### config.mk
export PLATFORM = sky130hd
export DESIGN_NAME = if_stage
export DESIGN_NICKNAME = d
export VERILOG_FILES = /design/src/rtl/if_stage.sv
export SDC_FILE = /design/constraint.sdc
export NUM_CORES = 1
export LEC_CHECK = 0
export ABC_AREA = 1
export CELL_PAD_IN_SITES_DETAIL_PLACEMENT = 0
export CELL_PAD_IN_SITES_GLOBAL_PLACEMENT = 1
export CORE_MARGIN = 4
export CORE_UTILIZATION = 39
export CTS_CLUSTER_DIAMETER = 40
export CTS_CLUSTER_SIZE = 8
export DETAILED_ROUTE_END_ITERATION = 12
export GPL_TIMING_DRIVEN = 1
export HOLD_SLACK_MARGIN = 0.1
export PLACE_DENSITY = 0.94
export SLEW_MARGIN = 20
export SYNTH_ARGS = -nofsm -noshare
export SYNTH_HDL_FRONTEND = slang
export SYNTH_SLANG_ARGS = --single-unit
### constraint.sdc
create_clock -name clk -period 2.9 [get_ports clk]
set_input_delay 0.435 -clock clk [delete_from_list [all_inputs] [get_ports clk]]
set_output_delay 0.435 -clock clk [all_outputs]
set_load 0.01 [all_outputs]
### src/rtl/if_stage.sv
// MIPS32 instruction-fetch stage with IF/ID pipeline register and a one-entry skid buffer.
// Optional stall/wait cycle counter is enabled by defining IF_STALL_CNT_EN.
module if_stage #(
  parameter logic [31:0] RESET_PC = 32'h0000_0000
) (
  input  logic        clk,
  input  logic        rst_n,
  output logic [31:0] imem_addr,
  output logic        imem_req,
  input  logic [31:0] imem_rdata,
  input  logic        imem_ready,
  input  logic        stall,
  input  logic        flush,
  input  logic        redirect,
  input  logic [31:0] redirect_pc,
  output logic [31:0] id_instr,
  output logic [31:0] id_pc4,
  output logic [15:0] id_imm16,
`ifdef IF_STALL_CNT_EN
  output logic [31:0] stall_cnt,
`endif
  output logic        id_valid
);

  typedef enum logic [1:0] {S_IDLE, S_FETCH, S_HOLD} state_t;

  state_t      r_state;
  state_t      w_state_next;
  logic [31:0] r_pc;
  logic [31:0] r_id_instr;
  logic [31:0] r_id_pc4;
  logic        r_id_valid;
  logic [31:0] r_skid_instr;
  logic [31:0] r_skid_pc4;
  logic        w_fire;
  logic [31:0] w_pc4;
  logic [31:0] w_redirect_pc;

  assign w_pc4         = r_pc + 32'd4;
  assign w_redirect_pc = redirect_pc & ~32'h3;
  assign imem_addr     = r_pc;
  assign id_instr      = r_id_instr;
  assign id_pc4        = r_id_pc4;
  assign id_imm16      = r_id_instr[15:0];
  assign id_valid      = r_id_valid;

  always_ff @(posedge clk or negedge rst_n) begin
    if (!rst_n) r_state <= S_IDLE;
    else        r_state <= w_state_next;
  end

  // The skid buffer is full exactly while the FSM sits in S_HOLD.
  always_comb begin
    w_state_next = r_state;
    imem_req     = (r_state == S_FETCH);
    w_fire       = imem_req & imem_ready;
    if (redirect || flush) begin
      w_state_next = S_FETCH;
    end else begin
      case (r_state)
        S_IDLE:  w_state_next = S_FETCH;
        S_FETCH: if (w_fire && stall) w_state_next = S_HOLD;
        S_HOLD:  if (!stall) w_state_next = S_FETCH;
        default: w_state_next = S_IDLE;
      endcase
    end
  end

  always_ff @(posedge clk or negedge rst_n) begin
    if (!rst_n) begin
      r_pc         <= RESET_PC;
      r_id_instr   <= 32'h0;
      r_id_pc4     <= 32'h0;
      r_id_valid   <= 1'b0;
      r_skid_instr <= 32'h0;
      r_skid_pc4   <= 32'h0;
    end else if (redirect) begin
      r_pc       <= w_redirect_pc;
      r_id_valid <= 1'b0;
    end else if (flush) begin
      r_id_valid <= 1'b0;
      r_id_instr <= 32'h0;
      if (w_fire) r_pc <= w_pc4;
    end else if (stall) begin
      if (w_fire) begin
        r_skid_instr <= imem_rdata;
        r_skid_pc4   <= w_pc4;
        r_pc         <= w_pc4;
      end
    end else if (r_state == S_HOLD) begin
      r_id_instr <= r_skid_instr;
      r_id_pc4   <= r_skid_pc4;
      r_id_valid <= 1'b1;
    end else if (w_fire) begin
      r_id_instr <= imem_rdata;
      r_id_pc4   <= w_pc4;
      r_id_valid <= 1'b1;
      r_pc       <= w_pc4;
    end else begin
      r_id_valid <= 1'b0;
    end
  end

`ifdef IF_STALL_CNT_EN
  logic [31:0] r_stall_cnt;

  // Counts cycles lost to hazards or to imem wait states; only reset clears it.
  always_ff @(posedge clk or negedge rst_n) begin
    if (!rst_n) r_stall_cnt <= 32'h0;
    else if (stall || ((r_state == S_FETCH) && !imem_ready)) r_stall_cnt <= r_stall_cnt + 32'd1;
  end

  assign stall_cnt = r_stall_cnt;
`endif

endmodule

==> results by group, run 1 <==
Clock network
  – Library cell used as clock root buffer: clkbuf_16
  – Sink count of the clock tree: 157
  – Insertion delay of the later-clocked pin in the worst-skew pair: 0.42 ns
  – Number of buffers created by CTS: 17
  – Largest buffer count on any clock path: 2
  – H-Tree Depth: 4
  – Clock slew seen by the registers of the worst setup and hold paths: 0.06 ns
  – TritonCTS clock tree: yes

Critical path
  – Critical Path Start Type: flip-flop
  – Largest delay contributor family on the critical path: compound AO/OA/AOI/OAI gates
  – Count of buffer and inverter cells on the critical path: 2
  – Worst setup path category: flip-flop to flip-flop
  – Crit path cell chain: inv_2, nor2_4, nand2_2, nand2_4, a21oi_4, nor2_2, buf_4, nand2_1, nand2_1
  – Critical path endpoint category: flip-flop
  – Data required time at the worst endpoint: 3.21 ns
  – Crit-path most repeated cell: nand2_1
  – CP max stage delay: 0.71 ns
  – Worst path arrival time: 2.39 ns
  – Slowest CP cell: a21oi_4
  – Crit path max fanout: 33

Finish
  – Final #Nets: 1316
  – Post-route insts no fill: 1528
  – Proportion of layout cells with a drive suffix above 1: 6.12%
  – Signed area change from the synthesized netlist to the final layout: 30.2%
  – Ant diodes: 0
  – Final-layout fill cell count: 1969
  – Commonest non-fill, non-tap cell in the layout: nand2_1
  – Final Util: 52.0%
  – Top library cells by usage in the layout, fill and taps aside: nand2_1, clkdlybuf4s50_1, dfrtp_1

Global route
  – All-Layer GR Usage: 20.4%
  – First-pass GRT wire length: 38800 um
  – Via count of the first global-routing pass: 7338
  – Remaining Overflow, GRT: 0
  – Pin count of the biggest net entering global routing: 93
  – Number of antenna violations at the first check in global routing: 0

Power
  – Standby leakage power: 0.00508 uW
  – Power per cell area: 654 nW/um2
  – Max rail drop VDD: 0.420 mV

Route
  – Routed via count: 7561
  – ANT nets after route: 0
  – Initial detailed-routing violation count: 471
  – Routed length per placed instance: 15.4 um
  – Vias per std cell: 4.95
  – Length of the first detailed-routing pass in iterations: 5
  – Total routed wirelength: 23600 um
  – Number of DRC violations after detailed routing: 0

Floorplan
  – Height of the chip: 152 um
  – Die Width: 152 um
  – Starting density of the core: 40.0%
  – Floorplan die area: 23200 um2
  – Core area: 20400 um2
  – Placement Rows: 52
  – I/O pins: 184

Outcome
  – Status: complete, no violations

Logic synthesis
  – Count of unique library cells instantiated by Yosys: 32
  – Share of synthesized area occupied by flip-flops and latches: 48.3%
  – Yosys warnings: 0
  – Netlist area before placement: 8140 um2
  – Number of enable-type register cells in the synthesized netlist: 0
  – Average size of a mapped cell: 7.37 um2
  – Ys async rst share: 100%
  – Synthesis-stage register bit count: 157
  – Gate count of the mapped netlist: 1104
  – Top FF cell, synth: dfrtp_1

Placement
  – Quantity of I/O buffers inserted on ports: 177
  – Routability congestion estimate: 0.874
  – Post-detail-place hpwl: 16100 um
  – Number of placed instances, taps included: 1495

Timing
  – Clock Skew: 0.0101 ns
  – Fmax: 0.480 GHz
  – Final-report hold violation count: 0
  – Worst hold slack: 0.474 ns
  – RSZ-0062 raised after global routing: false
  – Worst slew margin relative to its limit: 40.4%
  – Total Negative Setup Slacks: 0 ns
  – Measured slew at the worst slew-check pin: 0.892 ns
  – Max-slew violation total from the final report: 0
  – Final period utilization: 71.9%
  – Setup-violating endpoint count in the final report: 0
  – Final worst path period need: 2.09 ns

Flow run
  – MaxCap Viol Count: 0

Min path
  – Hold Path Class: flip-flop to flip-flop
-- area by class of cell --
class                   instances  area, um2  area share, %
flip-flops and latches        157       3930           37.1
multi-input cells             806       3540           33.4
repair buffers                195       1940           18.3
clock buffers                  21        460           4.35
well taps                     270        338           3.19
inverters                      68        255           2.41
clock inverters                11        133           1.25
-- path summary, 6_finish.rpt --
check | start | end | slack, ns | depth (start not counted)
max in group asynchronous | rst_n | id_instr[23] | 1.56 | 3
max reg2reg | r_state[0] | id_instr[7] | 0.81 | 9
max | r_state[0] | id_instr[7] | 0.81 | 9
min reg2reg | r_skid_instr[28] | r_skid_instr[28] | 0.47 | 2
min | r_skid_instr[28] | r_skid_instr[28] | 0.47 | 2
min in group asynchronous | rst_n | id_pc4[30] | 0.57 | 2
-- cell families (layout without fill, tap and decap cells) --
| logic type | count (synthesis) | in the layout | synth area share [%] |
|---|---|---|---|
| other cells | 1 | 4 | 0.0461 |
| simple gates | 612 | 612 | 30.4 |
| fa+ha+maj | 1 | 1 | 0.154 |
| compound gates | 183 | 183 | 12.0 |
| xor+xnor | 6 | 6 | 0.646 |
| flops | 157 | 157 | 48.3 |
| buf+inv | 144 | 295 | 8.49 |
-- registers in the layout (all words and copies together) (netlist names) --
name,flops
r_skid_instr,32
id_pc4,30
r_state,2
id_instr,32
imem_addr,30
r_skid_pc4,30
id_valid,1
-- worst reg2reg max path: stages (launching register included) --
cell and delay [ns]:
dfrtp_1 0.38, inv_2 0.09, nor2_4 0.04, nand2_2 0.16
nand2_4 0.09, a21oi_4 0.71, nor2_2 0.04, buf_4 0.28
nand2_1 0.13, nand2_1 0.05
-- through the flow --
stage | instance area [um2] | total power (uW) | setup slack (ns)
after floorplan | 8150 | 3810 | 1.37
after global placement | 9990 | 4670 | 0.491
after detailed placement | 9990 | 4720 | 0.430
after CTS | 10600 | 6980 | 0.797
after global routing | 10600 | 7320 | 0.612
final | 10600 | 6920 | 0.815
-- power by group --
part	switching, uW	internal, uW
sequential	316	2640
combinational	893	831
clock	919	1320
total	2130	4800
-- cell usage after synthesis (2+ instances only) --
| library cell | count | area (um2) |
|---|---|---|
| nand3_1 | 41 | 205 |
| o21ai_1 | 8 | 40.0 |
| inv_2 | 4 | 15.0 |
| clkbuf_1 | 20 | 75.1 |
| buf_4 | 24 | 180 |
| buf_2 | 24 | 120 |
| o22ai_1 | 5 | 31.3 |
| nand2_1 | 435 | 1630 |
| inv_1 | 63 | 236 |
| nand2_2 | 6 | 37.5 |
| buf_1 | 4 | 15.0 |
| o21ai_0 | 72 | 360 |
| nor2_2 | 7 | 43.8 |
| a31oi_1 | 14 | 87.6 |
| nand4_1 | 3 | 18.8 |
| a21oi_1 | 74 | 370 |
| xor2_1 | 6 | 52.6 |
| nor2_1 | 108 | 405 |
| buf_6 | 4 | 45.0 |
| a211oi_1 | 8 | 60.1 |
| nand2_4 | 2 | 22.5 |
| dfrtp_1 | 157 | 3930 |
| nor2_4 | 6 | 67.6 |
-- routing by layer --
metal  track usage [%]  part of all wire (%)  vias to the layer above
li1                  -                     -                     3759
met5                 0                     0                        -
met2              32.5                    47                      236
met3              3.46                   5.0                       27
met4              5.56                   2.1                        0
met1              28.9                    46                     3539
-- repair_timing --
item	CTS	global route
resized for setup	0	0
setup endpoints to repair	0	0
endpoints found under the hold margin	60	0
hold buffers	1	0
setup buffers	0	0
No activity file was read; power rests on OpenSTA's default activity.
==> run 2, diff against run 1 <==
- CORE_UTILIZATION: 39 -> 33
- PLACE_DENSITY: 0.94 -> 0.85
- clock period: 2.9 -> 1.85 ns (I/O delays scaled with it)
==> run 2 against run 1 <==
Non-clock buffer count grew 20; clock power up 63%; die area rose by 17%; core utilization fell by 7.2 points; sequential power up 56%; sequential share of layout area is 1.1 points lower; worst setup slack got worse by 0.74 ns; global-route usage decreased by 2.0 points; critical path type is now flip-flop to primary output; largest power group unchanged; highest routed layer unchanged.
==> results by group, run 2 (same netlist as run 1, synthesis figures left out) <==
Outcome
  – Status: complete, no violations

Route
  – Total routed wirelength: 24400 um (+3.5%)
  – Number of DRC violations after detailed routing: 0 (unchanged)
  – Vias per std cell: 4.71 (-4.9%)
  – Routed length per placed instance: 15.3 um (-1.2%)
  – ANT nets after route: 0 (unchanged)
  – Routed via count: 7534 (-0.36%)
  – Length of the first detailed-routing pass in iterations: 5 (unchanged)
  – Initial detailed-routing violation count: 481 (+2.1%)

Clock network
  – TritonCTS clock tree: yes
  – Insertion delay of the later-clocked pin in the worst-skew pair: 0.43 ns (about the same)
  – Largest buffer count on any clock path: 2 (unchanged)
  – Post-CTS Setup Inserts: 0 (unchanged)
  – Sink count of the clock tree: 157 (unchanged)
  – Number of buffers created by CTS: 17 (unchanged)
  – Library cell used as clock root buffer: clkbuf_16
  – Clock slew seen by the registers of the worst setup and hold paths: 0.06 ns (about the same)
  – H-Tree Depth: 4 (unchanged)

Timing
  – RSZ-0062 raised after global routing: false
  – Setup-violating endpoint count in the final report: 0 (unchanged)
  – Worst hold slack: 0.253 ns (-0.221 ns)
  – Final-report hold violation count: 0 (unchanged)
  – Final worst path period need: 1.78 ns
  – Fmax: 0.563 GHz
  – Clock Skew: 0.0124 ns (+0.00228 ns)
  – Final period utilization: 96.0%
  – Max-slew violation total from the final report: 0 (unchanged)
  – Final setup margin: 0.0738 ns (-0.741 ns)

Critical path
  – Crit path cell chain: clkdlybuf4s50_1
  – Count of buffer and inverter cells on the critical path: 1 (-1)
  – Largest delay contributor family on the critical path: buffers and inverters
  – Slowest CP cell: clkdlybuf4s50_1
  – Data required time at the worst endpoint: 1.57 ns (-1.64 ns)
  – Crit path max fanout: 7 (-79%)
  – Critical path endpoint category: primary output
  – Worst setup path category: flip-flop to primary output
  – CP max stage delay: 0.61 ns (-0.10 ns)
  – Worst path arrival time: 1.50 ns (-0.89 ns)
  – Critical Path Start Type: flip-flop

Floorplan
  – Die Width: 165 um (+8.3%)
  – Starting density of the core: 33.5% (-6.5 points)
  – Floorplan die area: 27200 um2 (+17%)
  – Core area: 24300 um2 (+19%)
  – Placement Rows: 57 (+9.6%)
  – I/O pins: 184 (unchanged)
  – Height of the chip: 165 um (+8.3%)

Placement
  – Placed Area: 10300 um2 (+3.1%)
  – Quantity of I/O buffers inserted on ports: 177 (unchanged)
  – Routability congestion estimate: 0.878 (+0.39%)
  – Number of placed instances, taps included: 1569 (+4.9%)
  – Post-placement setup slack: -0.0307 ns (-0.461 ns)
  – Post-detail-place hpwl: 17300 um (+7.7%)

Finish
  – Signed area change from the synthesized netlist to the final layout: 34.1%
  – Final #Nets: 1336 (+1.5%)
  – Top library cells by usage in the layout, fill and taps aside: nand2_1, clkdlybuf4s50_1, dfrtp_1
  – Multi-input combinational cell area: 3540 um2 (unchanged)
  – Proportion of layout cells with a drive suffix above 1: 7.83% (+1.7 points)
  – Post-Layout Inst Area: 10900 um2 (+3.0%)
  – Post-route insts no fill: 1601 (+4.8%)
  – Commonest non-fill, non-tap cell in the layout: nand2_1
  – Area used by sequential logic in the layout: 3930 um2 (about the same)
  – Final Util: 44.9% (-7.2 points)
  – Final-layout fill cell count: 2414 (+23%)
  – Ant diodes: 0 (unchanged)

Flow run
  – MaxCap Viol Count: 0 (unchanged)

Global route
  – First-pass GRT wire length: 39700 um (+2.3%)
  – Pin count of the biggest net entering global routing: 61 (-34%)
  – Remaining Overflow, GRT: 0 (unchanged)
  – All-Layer GR Usage: 18.4% (-2.0 points)
  – Number of antenna violations at the first check in global routing: 0 (unchanged)
  – Via count of the first global-routing pass: 7518 (+2.5%)

Power
  – Max rail drop VDD: 0.520 mV (+24%)
  – Standby leakage power: 0.00523 uW (+2.9%)
  – Power per cell area: 1010 nW/um2 (+55%)

Min path
  – Hold Path Class: input pin to flip-flop
## run 2: repair_timing
action,4_1_cts,5_1_grt
hold endpoints to repair,42,0
gates resized for setup,1,2
hold buffers,1,0
gates cloned,0,0
endpoints found under the setup margin,1,3
## run 2: per-layer routing
layer  share of wire [%]  global-route usage, %  vias up
met5                   0                      0        -
met4                 2.1                   6.16        0
met3                 4.8                   3.39       33
met2                  47                   29.3      181
met1                  46                   25.3     3520
li1                    -                      -     3800
## run 2: stage by stage
step	total power, uW	setup TNS (ns)
2_1_floorplan	5970	0
3_3_place_gp	7420	-0.0405
3_5_place_dp	7480	-0.0782
4_1_cts	11200	0
5_1_grt	11700	0
6_report	11000	0
## run 2: path summary, 6_finish.rpt
kind	startpoint	endpoint	slack [ns]	cells after the start
worst min-delay path	redirect	id_valid	0.25	4
min in group asynchronous	rst_n	id_instr[15]	0.35	2
worst min register to register	r_skid_instr[2]	r_skid_instr[2]	0.47	2
worst max-delay path	imem_addr[23]	imem_addr[23]	0.07	1
worst max register to register	imem_addr[3]	id_pc4[20]	0.16	10
max in group asynchronous	rst_n	id_instr[10]	0.87	3
## run 2: layout make-up
class,instances,area share (%)
clock buffers,18,4.02
multi-input cells,806,32.4
well taps,324,3.72
flip-flops and latches,157,36.0
inverters,68,2.34
repair buffers,215,20.0
clock inverters,13,1.51
## run 2: where the power goes
part / leakage (uW) / switching [uW] / internal [uW]
Combinational: 0.00301 / 1420 / 1360
Clock: 0.000297 / 1470 / 2160
Sequential: 0.00193 / 478 / 4150
Total: 0.00523 / 3380 / 7670
## run 2: tightest hold or removal path, cell delays in order
cell,delay [ns]
buf_2,0.19
nor2_8,0.05
nand3_1,0.07
nand2_1,0.05
==> run 3, diff against run 2 <==
- CORE_ASPECT_RATIO: default -> 1.1
- GPL_ROUTABILITY_DRIVEN: default -> 0
- SKIP_LAST_GASP: default -> 1
==> run 3 against run 2 <==
Worst hold slack got worse by 0.012 ns; combinational power up 2%; count of clock-buffer cells in the layout fell by 1; critical path depth increased by 1; routed wire length is 0.72% higher; global-route usage shrank 0.20 points; flip-flop and latch count stayed put; non-clock buffer count up 6; clock skew is 0.0037 ns lower; critical endpoint unchanged; largest cell class unchanged.
==> results by group, run 3 (same netlist as run 1, synthesis figures left out) <==
Global route
  – Number of antenna violations at the first check in global routing: 0 (unchanged)
  – Remaining Overflow, GRT: 0 (unchanged)
  – Via count of the first global-routing pass: 7586 (+0.90%)
  – First-pass GRT wire length: 39800 um (+0.17%)
  – All-Layer GR Usage: 18.2% (-0.20 points)
  – Pin count of the biggest net entering global routing: 53 (-13%)

Finish
  – Final #Nets: 1342 (+0.45%)
  – Proportion of layout cells with a drive suffix above 1: 8.33% (+0.50 points)
  – Top library cells by usage in the layout, fill and taps aside: nand2_1, clkdlybuf4s50_1, dfrtp_1
  – Ant diodes: 0 (unchanged)
  – Final-layout fill cell count: 2441 (+1.1%)
  – Area used by sequential logic in the layout: 3930 um2 (about the same)
  – Multi-input combinational cell area: 3540 um2 (about the same)
  – Signed area change from the synthesized netlist to the final layout: 34.1% (about the same)
  – Commonest non-fill, non-tap cell in the layout: nand2_1

Timing
  – Total Negative Setup Slacks: 0 ns (unchanged)
  – Final worst path period need: 1.79 ns (+0.0102 ns)
  – Fmax: 0.560 GHz (-0.57%)
  – Clock Skew: 0.00864 ns (-0.00374 ns)
  – Max-slew violation total from the final report: 0 (unchanged)
  – Setup-violating endpoint count in the final report: 0 (unchanged)
  – RSZ-0062 raised after global routing: false
  – Worst hold slack: 0.240 ns (-0.0124 ns)
  – Final setup margin: 0.0636 ns (-0.0102 ns)
  – Final period utilization: 96.6% (+0.55 points)
  – Final-report hold violation count: 0 (unchanged)

Clock network
  – Number of buffers created by CTS: 17 (unchanged)
  – Post-CTS Setup Inserts: 0 (unchanged)
  – Sink count of the clock tree: 157 (unchanged)
  – Clock slew seen by the registers of the worst setup and hold paths: 0.07 ns (about the same)
  – TritonCTS clock tree: yes
  – Library cell used as clock root buffer: clkbuf_16
  – Insertion delay of the later-clocked pin in the worst-skew pair: 0.43 ns (about the same)
  – Largest buffer count on any clock path: 2 (unchanged)
  – H-Tree Depth: 4 (unchanged)

Floorplan
  – Starting density of the core: 33.4% (-0.11 points)
  – I/O pins: 184 (unchanged)
  – Die Width: 158 um (-4.4%)
  – Height of the chip: 173 um (+4.6%)
  – Placement Rows: 60 (+5.3%)
  – Core area: 24400 um2 (+0.32%)
  – Floorplan die area: 27200 um2 (about the same)

Power
  – Max rail drop VDD: 0.648 mV (+25%)
  – Power per cell area: 1010 nW/um2 (about the same)
  – Standby leakage power: 0.00524 uW (+0.29%)

Critical path
  – Worst path arrival time: 1.51 ns (about the same)
  – Data required time at the worst endpoint: 1.57 ns (about the same)
  – Worst setup path category: flip-flop to primary output
  – Critical Path Start Type: flip-flop
  – Worst reg2reg setup slack: 0.18 ns (+0.02 ns)
  – Setup crit start: imem_addr[23]
  – Worst reg-to-reg path cell count: 10 (unchanged)
  – Destination of the worst register-to-register timing path: id_pc4[24]
  – Critical path endpoint category: primary output
  – Reg-to-reg startpoint: imem_addr[2]
  – Crit path max fanout: 5 (-2)

Route
  – Routed length on met2: 11800 um (+3.0%)
  – Initial detailed-routing violation count: 451 (-6.2%)
  – Number of DRC violations after detailed routing: 0 (unchanged)
  – Routed length per placed instance: 15.4 um (+1.2%)
  – Total routed wirelength: 24600 um (+0.72%)
  – Vias per std cell: 4.83 (+2.7%)
  – Detailed route wirelength on metal3: 1890 um (+59%)
  – ANT nets after route: 0 (unchanged)
  – Length of the first detailed-routing pass in iterations: 5 (unchanged)
  – Routed via count: 7704 (+2.3%)
  – Uppermost layer routed: met4
  – M1 wire length: 10600 um (-6.2%)

Min path
  – Cell depth of the worst hold path: 4 (unchanged)
  – Hold-critical path endpoint: r_state[0]
  – Startpoint of the worst hold path: redirect
  – Hold Path Class: input pin to flip-flop

Placement
  – Post-detail-place hpwl: 17400 um (+0.56%)
  – Post-placement setup slack: 0.0116 ns (+0.0423 ns)
  – Quantity of I/O buffers inserted on ports: 177 (unchanged)

Flow run
  – MaxCap Viol Count: 0 (unchanged)

Outcome
  – Status: complete, no violations
-- run 3: cell count changes in the layout (fill, tap and decap cells not counted), moves of 2 or more --
cell / before / now
clkinv_4: 3 / 0
clkinv_2: 3 / 0
inv_8: 0 / 4
buf_4: 27 / 34
inv_6: 3 / 9
bufinv_16: 3 / 1
-- run 3: through the flow --
stage          total power (uW)  instances  util, %  instance area [um2]
5_1_grt                   11700       1594     44.7                10900
6_report                  11000       1594     44.7                10900
2_1_floorplan              5970       1107        -                 8150
4_1_cts                   11200       1594     44.7                10900
3_3_place_gp               7490       1561     42.3                10300
3_5_place_dp               7550       1561     42.3                10300
-- run 3: worst max-delay path by stage --
stage / endpoint / slack (ns) / cells past startpoint
2_1_floorplan: id_pc4[28] / 0.32 / 10
4_1_cts: imem_addr[4] / 0.01 / 1
3_3_place_gp: r_skid_instr[24] / 0.05 / 6
3_5_place_dp: r_skid_pc4[24] / 0.01 / 7
5_1_grt: imem_addr[23] / 0.01 / 2
6_report: imem_addr[23] / 0.06 / 2
-- run 3: final cells by class --
type / count / share of cell area (%)
flip-flops and latches: 157 / 36.0
multi-input cells: 806 / 32.4
repair buffers: 221 / 20.3
clock buffers: 17 / 3.90
well taps: 310 / 3.56
inverters: 68 / 2.34
clock inverters: 15 / 1.48
-- run 3: worst max-delay path: stages, from the launching register on --
cell	delay, ns
dfrtp_1	0.38
buf_4	0.16
clkdlybuf4s50_1	0.54
-- run 3: timing repair --
| item | 4_1_cts | 5_1_grt |
|---|---|---|
| gates resized for setup | 1 | 2 |
| setup endpoints to repair | 1 | 2 |
| hold endpoints to repair | 36 | 0 |
| hold buffers | 1 | 0 |
-- run 3: where the power goes --
| part | internal, uW | switching (uW) | total (uW) | leakage [uW] |
|---|---|---|---|---|
| combinational | 1380 | 1450 | 2830 | 0.00303 |
| clock | 1930 | 1640 | 3570 | 0.000289 |
| sequential | 4140 | 494 | 4640 | 0.00193 |
-- run 3: routing by layer --
| layer | global-route usage (%) | up-vias |
|---|---|---|
| met5 | 0 | - |
| met4 | 4.05 | 0 |
| met3 | 5.26 | 25 |
| met2 | 29.4 | 246 |
| met1 | 24.2 | 3625 |
| li1 | - | 3808 |
